[config.mk]
export PLATFORM = sky130hd
export DESIGN_NAME = phrase_fetch_ctrl_flat
export DESIGN_NICKNAME = d
export VERILOG_FILES = /design/src/rtl/phrase_pkg.sv /design/src/rtl/phrase_fetch_ctrl_if.sv /design/src/rtl/phrase_fifo2.sv /design/src/rtl/phrase_fetch_ctrl.sv /design/src/flat_wrapper.sv
export SDC_FILE = /design/constraint.sdc
export NUM_CORES = 1
export LEC_CHECK = 0
export BUFFER_PORTS_ARGS = -buffer_cell sky130_fd_sc_hd__buf_2
export CORE_MARGIN = 5
export CORE_UTILIZATION = 52
export DETAILED_ROUTE_END_ITERATION = 6
export HOLD_SLACK_MARGIN = 0.12
export PLACE_DENSITY = 0.72
export SLEW_MARGIN = 30
export SYNTH_ARGS = -nofsm -noshare
export SYNTH_HDL_FRONTEND = slang
export SYNTH_SLANG_ARGS = --single-unit
[constraint.sdc]
create_clock -name clock -period 3.4 [get_ports clock]
set_input_delay 0.17 -clock clock [delete_from_list [all_inputs] [get_ports clock]]
set_output_delay 0.17 -clock clock [all_outputs]
set_load 0.005 [all_outputs]
[src/rtl/phrase_pkg.sv]
// Shared parameters, FSM state type and address helper for the phrase
// bitmap ROM fetch sequencer.
package phrase_pkg;

    localparam int ADDR_W     = 10;
    localparam int DATA_W     = 8;
    localparam int PHRASE_LEN = 16;
    localparam int ID_W       = 6;

    localparam int IDX_W = $clog2(PHRASE_LEN);
    localparam int CNT_W = IDX_W + 1;

    typedef enum logic [1:0] {
        IDLE,
        FETCH,
        DONE
    } state_t;

    typedef struct packed {
        logic [DATA_W-1:0] data;
        logic [IDX_W-1:0]  index;
    } fifo_entry_t;

    // A phrase occupies an aligned block, so its base is the id with zero offset bits.
    function automatic logic [ADDR_W-1:0] phrase_base(input logic [ID_W-1:0] id);
        return {id, {IDX_W{1'b0}}};
    endfunction

endpackage

[src/rtl/phrase_fetch_ctrl_if.sv]
// Byte stream towards the text renderer plus the ROM read pins, bundled so
// the sequencer owns both sides of the data path through one port.
interface phrase_fetch_ctrl_if;
    import phrase_pkg::*;

    logic              out_valid;
    logic              out_ready;
    logic [DATA_W-1:0] out_data;
    logic [IDX_W-1:0]  out_index;
    logic              out_last;
    logic              rom_enable;
    logic [ADDR_W-1:0] rom_address;
    logic [DATA_W-1:0] rom_data;

    modport master (
        output out_valid, out_data, out_index, out_last, rom_enable, rom_address,
        input  out_ready, rom_data
    );

    modport slave (
        input  out_valid, out_data, out_index, out_last, rom_enable, rom_address,
        output out_ready, rom_data
    );

endinterface

[src/rtl/phrase_fifo2.sv]
// Two-entry output FIFO holding returned ROM bytes with their phrase offset;
// flush discards everything, including a same-cycle push.
module phrase_fifo2
    import phrase_pkg::*;
(
    input  logic        clock,
    input  logic        reset_n,
    input  logic        flush,
    input  logic        push,
    input  fifo_entry_t push_entry,
    input  logic        pop,
    output fifo_entry_t head,
    output logic [1:0]  count
);

    fifo_entry_t [1:0] mem_q, mem_d;
    logic              wr_ptr_q, wr_ptr_d;
    logic              rd_ptr_q, rd_ptr_d;
    logic [1:0]        count_q, count_d;

    always_comb begin
        mem_d    = mem_q;
        wr_ptr_d = wr_ptr_q;
        rd_ptr_d = rd_ptr_q;
        count_d  = count_q;
        if (flush) begin
            wr_ptr_d = 1'b0;
            rd_ptr_d = 1'b0;
            count_d  = 2'd0;
        end else begin
            if (push) begin
                mem_d[wr_ptr_q] = push_entry;
                wr_ptr_d        = ~wr_ptr_q;
            end
            if (pop) begin
                rd_ptr_d = ~rd_ptr_q;
            end
            count_d = count_q + {1'b0, push} - {1'b0, pop};
        end
    end

    always_ff @(posedge clock or negedge reset_n) begin
        if (!reset_n) begin
            mem_q    <= '0;
            wr_ptr_q <= 1'b0;
            rd_ptr_q <= 1'b0;
            count_q  <= 2'd0;
        end else begin
            mem_q    <= mem_d;
            wr_ptr_q <= wr_ptr_d;
            rd_ptr_q <= rd_ptr_d;
            count_q  <= count_d;
        end
    end

    assign head  = mem_q[rd_ptr_q];
    assign count = count_q;

endmodule

[src/rtl/phrase_fetch_ctrl.sv]
// Phrase fetch sequencer: reads one phrase from the bitmap ROM and streams it
// to the renderer with backpressure, keeping at most two bytes buffered or in flight.
module phrase_fetch_ctrl
    import phrase_pkg::*;
(
    input  logic             clock,
    input  logic             reset_n,
    input  logic             start,
    input  logic [ID_W-1:0]  phrase_id,
    input  logic             abort,
    output logic             busy,
    output logic             done,
    phrase_fetch_ctrl_if.master bus
);

    state_t            state_q, state_d;
    logic [ADDR_W-1:0] base_q, base_d;
    logic [CNT_W-1:0]  issued_q, issued_d;
    logic [IDX_W-1:0]  returned_q, returned_d;
    logic              rom_enable_q, rom_enable_d;
    logic [ADDR_W-1:0] rom_address_q, rom_address_d;

    logic              flush;
    logic              push;
    logic              pop;
    logic              issue;
    logic [1:0]        fifo_count;
    logic [2:0]        occupancy;
    fifo_entry_t       head;
    fifo_entry_t       push_entry;

    assign pop        = bus.out_valid & bus.out_ready;
    assign push_entry = '{data: bus.rom_data, index: returned_q};
    // Slots committed after this edge: buffered + in flight, minus the byte leaving now.
    assign occupancy  = {1'b0, fifo_count} + {2'b0, rom_enable_q} - {2'b0, pop};

    always_comb begin
        state_d       = state_q;
        base_d        = base_q;
        issued_d      = issued_q;
        returned_d    = returned_q;
        rom_enable_d  = 1'b0;
        rom_address_d = rom_address_q;
        flush         = 1'b0;
        push          = rom_enable_q;
        issue         = 1'b0;
        case (state_q)
            IDLE: begin
                if (start) begin
                    state_d    = FETCH;
                    base_d     = phrase_base(phrase_id);
                    issued_d   = '0;
                    returned_d = '0;
                end
            end
            FETCH: begin
                if (abort) begin
                    state_d = IDLE;
                    flush   = 1'b1;
                    push    = 1'b0;
                end else begin
                    issue = (issued_q < CNT_W'(PHRASE_LEN)) && (occupancy < 3'd2);
                    if (issue) begin
                        rom_enable_d  = 1'b1;
                        rom_address_d = base_q + ADDR_W'(issued_q[IDX_W-1:0]);
                        issued_d      = issued_q + CNT_W'(1);
                    end
                    if (push) begin
                        returned_d = returned_q + IDX_W'(1);
                    end
                    if (pop && bus.out_last) begin
                        state_d = DONE;
                    end
                end
            end
            DONE: begin
                state_d = IDLE;
                flush   = abort;
            end
            default: begin
                state_d = IDLE;
            end
        endcase
    end

    always_ff @(posedge clock or negedge reset_n) begin
        if (!reset_n) begin
            state_q       <= IDLE;
            base_q        <= '0;
            issued_q      <= '0;
            returned_q    <= '0;
            rom_enable_q  <= 1'b0;
            rom_address_q <= '0;
        end else begin
            state_q       <= state_d;
            base_q        <= base_d;
            issued_q      <= issued_d;
            returned_q    <= returned_d;
            rom_enable_q  <= rom_enable_d;
            rom_address_q <= rom_address_d;
        end
    end

    phrase_fifo2 u_fifo (
        .clock      (clock),
        .reset_n    (reset_n),
        .flush      (flush),
        .push       (push),
        .push_entry (push_entry),
        .pop        (pop),
        .head       (head),
        .count      (fifo_count)
    );

    assign busy            = (state_q == FETCH);
    assign done            = (state_q == DONE);
    assign bus.out_valid   = (fifo_count != 2'd0);
    assign bus.out_data    = head.data;
    assign bus.out_index   = head.index;
    assign bus.out_last    = (head.index == IDX_W'(PHRASE_LEN - 1));
    assign bus.rom_enable  = rom_enable_q;
    assign bus.rom_address = rom_address_q;

endmodule
[src/flat_wrapper.sv]
// flat-port wrapper written by rule: the top's interface ports become plain ports
module phrase_fetch_ctrl_flat import phrase_pkg::*;
  (clock, reset_n, start, phrase_id, abort, busy, done, bus_out_valid, bus_out_data, bus_out_index, bus_out_last, bus_rom_enable, bus_rom_address, bus_out_ready, bus_rom_data);
  phrase_fetch_ctrl_if bus_i ();
  input  logic clock;
  input  logic reset_n;
  input  logic start;
  input  logic [ID_W-1:0] phrase_id;
  input  logic abort;
  output logic busy;
  output logic done;
  output wire logic [$bits(bus_i.out_valid)-1:0] bus_out_valid;
  output wire logic [$bits(bus_i.out_data)-1:0] bus_out_data;
  output wire logic [$bits(bus_i.out_index)-1:0] bus_out_index;
  output wire logic [$bits(bus_i.out_last)-1:0] bus_out_last;
  output wire logic [$bits(bus_i.rom_enable)-1:0] bus_rom_enable;
  output wire logic [$bits(bus_i.rom_address)-1:0] bus_rom_address;
  input wire logic [$bits(bus_i.out_ready)-1:0] bus_out_ready;
  input wire logic [$bits(bus_i.rom_data)-1:0] bus_rom_data;
  assign bus_out_valid = bus_i.out_valid;
  assign bus_out_data = bus_i.out_data;
  assign bus_out_index = bus_i.out_index;
  assign bus_out_last = bus_i.out_last;
  assign bus_rom_enable = bus_i.rom_enable;
  assign bus_rom_address = bus_i.rom_address;
  assign bus_i.out_ready = bus_out_ready;
  assign bus_i.rom_data = bus_rom_data;
  phrase_fetch_ctrl u_core (.clock(clock), .reset_n(reset_n), .start(start), .phrase_id(phrase_id), .abort(abort), .busy(busy), .done(done), .bus(bus_i));
endmodule
Word level (Yosys, flattened, before mapping)
Index checks and enable logic that the tools add are counted. W data, S select, Z words.

Bits in registers: 56. Latch bits: 0. Bits in writable memories: 0. Bits in read-only memories: 0. Bits of input ports: 19. Output and inout bits: 27. Logic and storage cells: 81. Memories kept: 0.

Add/subtract/negate cells: 7. Multipliers: 0. Div/mod/pow operators: 0. Order comparisons: 5. Equal/unequal tests: 8. Shifts and indexed selects: 0. Multiplexer cells: 29. Bitwise gates (word level): 5. Reduce and logical (&&, ||, !) cells: 14.

Operator list (count): $mux W12 (3); $bwmux W24 (1); $mux W5 (3); $demux W12 S1 (1); $mux W4 (3); $add A10 B4 Y10 (1); $mux W1 (10); $pmux W5 S2 (1); $mux W2 (4); $pmux W4 S2 (1); $reduce_and A4 Y1 (2); $reduce_bool A2 Y1 (4); $reduce_and A2 Y1 (3); $add A5 B1 Y5 const B (1); $lt A5 B5 Y1 const B (1); $add A4 B1 Y4 const B (1); $eq A4 B4 Y1 const B (1); $lt A1 B2 Y1 const B (2); $ne A2 B1 Y1 const B (2); $ne A2 B2 Y1 const B (2); $not A1 Y1 (4); $pmux W2 S2 (1); $add A2 B1 Y3 (1); $logic_and A1 B1 Y1 (3); 12 further kinds (12).

Longest topological paths before layout
Depth after elaboration: 8. Gate-level depth with buffers: 11. Mapped depth without buffers: 10.

Cells and area by module
A second synthesis with hierarchy kept.

Cells, all modules: 226. Area total of the unflattened synthesis: 2730.1 um^2.

By module, submodules not included: phrase_fetch_ctrl (instances 1, cells each 146, area each 1421.4 um^2, seq. area each 700.7 um^2); phrase_fifo2 (instances 1, cells each 80, area each 1308.8 um^2, seq. area each 700.7 um^2).

Worst setup path before layout
OpenSTA, ideal clock, no wires.

Path kind: register -> register. Start point: register u_core.u_fifo.count_q[1], in the netlist u_core.u_fifo.count[1]. End point: register u_core.rom_address_q[0], in the netlist u_core.bus.rom_address[0]. Setup time: 0.128 ns. Data arrival time: 2.241 ns. Data required time: 3.272 ns. Path slack: 1.032 ns. Stages on the path, launching flop included: 9. Buffers on the path: 1. Clock period less this slack: 2.368 ns. Path through: dfrtp_1 or2_2 nand2_1 nor2_1 fa_1 nor2b_1 nand3_1 buf_2 mux2_1.

Longest elaborated chain between the ends: 6. Elaborated cells between the ends (all ways): 7. Those cells by class: 2 x add/sub; 1 x order compare; 1 x bitwise; 3 x reduce/logical.

Ends and longest elaborated chain: from (decl) (RTL line phrase_fifo2.sv:19) `logic [1:0] count_q, count_d;`; from (signal assigned) (RTL line phrase_fifo2.sv:52) `count_q <= count_d;`; $reduce_bool A2 Y1 (RTL line phrase_fetch_ctrl.sv:117) `assign bus.out_valid = (fifo_count != 2'd0);`; named net bus_out_valid (RTL line flat_wrapper.sv:12) `output wire logic [$bits(bus_i.out_valid)-1:0] bus_out_valid;`; $and A1 B1 Y1 (RTL line phrase_fetch_ctrl.sv:32) `assign pop = bus.out_valid & bus.out_ready;`; $sub A3 B1 Y3 (RTL line phrase_fetch_ctrl.sv:35) `assign occupancy = {1'b0, fifo_count} + {2'b0, rom_enable_q} - {2'b0, pop};`; $lt A3 B2 Y1 (RTL line phrase_fetch_ctrl.sv:62) `issue = (issued_q < CNT_W'(PHRASE_LEN)) && (occupancy < 3'd2);`; $logic_and A1 B1 Y1 (RTL line phrase_fetch_ctrl.sv:62); $reduce_and A3 Y1 (no line); to (signal assigned) (RTL line phrase_fetch_ctrl.sv:100) `rom_address_q <= rom_address_d;`; to (decl) (RTL line phrase_fetch_ctrl.sv:21) `logic [ADDR_W-1:0] rom_address_q, rom_address_d;`.

The timed path passes the listed nets, and every way through them passes these cells. A chain may end at the register's enable or synchronous reset.

Final worst setup path
Start point: register u_core.u_fifo.count_q[1], in the netlist u_core.u_fifo.count[1]. End point: register u_core.rom_address_q[0], in the netlist u_core.bus.rom_address[0].

Longest elaborated chain between the ends: 6. Elaborated cells between the ends (all ways): 7. Those cells by class: 2 x add/sub; 1 x order compare; 1 x bitwise; 3 x reduce/logical.

Ends and longest elaborated chain (RTL line): branches (longest 2 deep; another with $add A2 B1 Y3); $sub A3 B1 Y3 * (phrase_fetch_ctrl.sv:35); $lt A3 B2 Y1 * (phrase_fetch_ctrl.sv:62); $logic_and A1 B1 Y1 * (phrase_fetch_ctrl.sv:62); $reduce_and A3 Y1 (no line) *.

Every way passes the cells marked *.

==> impl_metrics.yaml <==
status:
  status: "completed"
clock_network:
  h-tree-depth: 2
  cts_setup_buffers: 0
  cts_buffer_depth: 2
  cts-root-buf: "clkbuf_8"
  cts_made_buffers: 5
  cts_num_sinks: 56
  clock_latency_ps: 300
  path_clk_slew_ps: 90
  cts_tree: "done"
placed_design:
  dp_cells: 311
  post-place-ws_ps: 681
  port_buffers: 45
  placed_cell_area_um2: 2880
  dp_hpwl_um: 3370
  gp_congestion: 0.802
die:
  chipHeight_um: 80.6
  coreArea_um2: 4790
  dieArea_um2: 6490
  ios: 46
  initial_core_util_pct: 54.1
  row_count: 25
  fp.dieW_um: 80.6
detailed_routing:
  dr_total_vias: 1739
  drtIter0Drc: 51
  routed_wl_um: 4770
  drc: 0
  detail_route.wl_per_cell_um: 14.3
  vias_per_cell: 5.21
  ant_nets: 0
  firstDrtPassIters: 4
grt:
  grt_max_degree: 42
  track_usage_pct: 17.1
  gr-total-overflow: 0
  grt_pass1_vias: 1918
  grt_pass1_wl_um: 8630
  grt_antenna_before_repair: 0
cells_and_area:
  stdcell_count: 334
  fillers: 383
  register_area_um2: 1400
  layout_commonest_cell: "dfrtp_1"
  area_delta_synth_final_pct: 20.5
  drive_gt1_share_pct: 38.6
  multiInputGateArea_um2: 1130
  mostFrequentLayoutCells: "56 x dfrtp_1, 44 x mux2_2, 44 x buf_2"
  final_area_um2: 3120
  nNetsFinal: 294
  n_antenna_cell: 0
  final_util_pct: 65.2
sta:
  tns_ps: 0
  max_freq_mhz: 373
  report.final.setup_viol: 0
  slew_violations: 0
  hold_violations: 0
  max_slew_margin_pct: 55.5
  final.setup.worst_slack_ps: 721
  rsz0062_at_grt: "false"
  tightest_slew_ps: 665
  period_needed_ps: 2680
  min_period_over_period_pct: 78.8
  finalClockSkew_ps: 3.03
logic_synthesis:
  syn-cell-area_um2: 2590
  synth_seq_cells: 56
  yosysWarnings: 0
  synth.distinct_cells: 32
  synth.avg_cell_area_um2: 12.7
  synth_nets: 231
  postSynthCellCount: 204
  synth_seq_area_share_pct: 54.1
pwr:
  p_leak_uw: 0.00153
  p_per_area_nw_per_um2: 752
  ir_worst_vdd_mv: 0.495
critical_path:
  rrSetupSlack_ps: 720
  reg2reg_from: "u_core.u_fifo.count[1]$_DFF_PN0_"
  crit_path_end_kind: "register"
  critical_path.max_stage_delay_ps: 500
  critPathKind: "reg -> reg"
  start_kind: "register"
  cp_data_required_time_ps: 3590
  cpMaxStageDelayCell: "fa_1"
  r2r_end: "u_core.bus.rom_address[0]$_DFFE_PN0P_"
  arrival_ps: 2870
  cp_cell_sequence: "or2_2 > nand2_1 > nor2_1 > fa_1 > nor2b_1 > nand3_1 > mux2_1"
  rr_worst_depth: 7
  crit_fanout: 11
hold_path:
  holdPathEnd: "u_core.state_q[1]$_DFFE_PN0P_"
  min_path_type: "in -> reg"
  hold_depth: 3
  hp-start: "start"
run:
  drv_cap: 0
## area by class of cell
type / instances / share of cell area, %
multi-input cells: 134 / 36.2
repair buffers: 62 / 12.7
inverters: 8 / 0.962
flip-flops and latches: 56 / 44.9
clock buffers: 5 / 2.21
well taps: 67 / 2.69
clock inverters: 2 / 0.401
## sequential cells by signal, summed over array words and instances (netlist names)
signal / flops
u_core.returned_q: 4
u_core.issued_q: 5
u_core.u_fifo.count: 2
u_core.bus.rom_enable: 1
u_core.u_fifo.wr_ptr_q: 1
u_core.state_q: 2
u_core.bus.rom_address: 10
u_core.u_fifo.mem_q: 24
u_core.base_q: 6
u_core.u_fifo.rd_ptr_q: 1
## through the flow
step	hold slack [ps]	power [uW]
3_5_place_dp	344	2020
6_report	197	2350
4_1_cts	193	2380
5_1_grt	205	2550
2_1_floorplan	-126	1730
3_3_place_gp	347	1980
## Yosys cell counts (all sizes together)
| master | number | area [um2] |
|---|---|---|
| a21boi | 1 | 7.51 |
| a21oi | 7 | 35.0 |
| a22o | 2 | 17.5 |
| a2bb2oi | 1 | 8.76 |
| and2b | 1 | 7.51 |
| buf | 5 | 25.0 |
| clkbuf | 1 | 3.75 |
| dfrtp | 56 | 1400 |
| fa | 1 | 20.0 |
| ha | 7 | 87.6 |
| inv | 8 | 30.0 |
| mux2 | 50 | 567 |
| mux2i | 2 | 20.0 |
| nand2 | 13 | 48.8 |
| nand2b | 2 | 12.5 |
| nand3 | 9 | 45.0 |
| nand3b | 1 | 7.51 |
| nand4 | 2 | 27.5 |
| nor2 | 4 | 15.0 |
| nor2b | 2 | 12.5 |
| o211ai | 1 | 7.51 |
| o21a | 1 | 7.51 |
| o21ai | 10 | 50.0 |
| o22ai | 2 | 12.5 |
| or2 | 4 | 25.0 |
| or3 | 4 | 25.0 |
| xnor2 | 3 | 26.3 |
| xor2 | 4 | 35.0 |
## report_power, final
part / switching (uW) / internal, uW / total [uW]
combinational: 408 / 513 / 921
sequential: 178 / 907 / 1090
clock: 199 / 140 / 338
total: 785 / 1560 / 2350
## how the worst max path moves through the flow
stage,from,to,cells after the start
floorplan,u_core.u_fifo.count[1]$_DFF_PN0_,u_core.bus.rom_address[0]$_DFFE_PN0P_,8
global placement,u_core.u_fifo.count[1]$_DFF_PN0_,u_core.bus.rom_address[0]$_DFFE_PN0P_,7
detailed placement,u_core.u_fifo.count[1]$_DFF_PN0_,u_core.bus.rom_address[0]$_DFFE_PN0P_,7
CTS,u_core.u_fifo.count[1]$_DFF_PN0_,u_core.bus.rom_address[0]$_DFFE_PN0P_,7
global route,u_core.u_fifo.count[1]$_DFF_PN0_,u_core.bus.rom_address[0]$_DFFE_PN0P_,7
finish,u_core.u_fifo.count[1]$_DFF_PN0_,u_core.bus.rom_address[0]$_DFFE_PN0P_,7
## metal layers
layer  GRT usage (%)  wire length [um]
met1            21.5              2050
met2            29.5              2440
met3            3.92               219
met4            4.56                69
met5               0                 0
## critical path, delay by kind of cell (launching register included)
kind	cells	cell delay (ps)
mux	1	460
fa+ha+maj	1	500
flops	1	440
simple gates	5	1170
## cell families (layout without fill, tap and decap cells)
group,count (synthesis),count (layout),synth area share [%]
adders and majority gates,8,8,4.16
muxes,52,52,22.7
xor gates and xnor gates,7,7,2.37
DFF,56,56,54.1
AOI/OAI and AO/OA,25,25,5.65
and+or+nand+nor,42,42,8.75
buffers and inverters,14,77,2.27
## repair_timing
action                     CTS  global route
resized for setup            0             0
hold endpoints to repair    64             0
hold buffers                16             0
setup endpoints to repair    0             0
No activity file was read; power rests on OpenSTA's default activity.
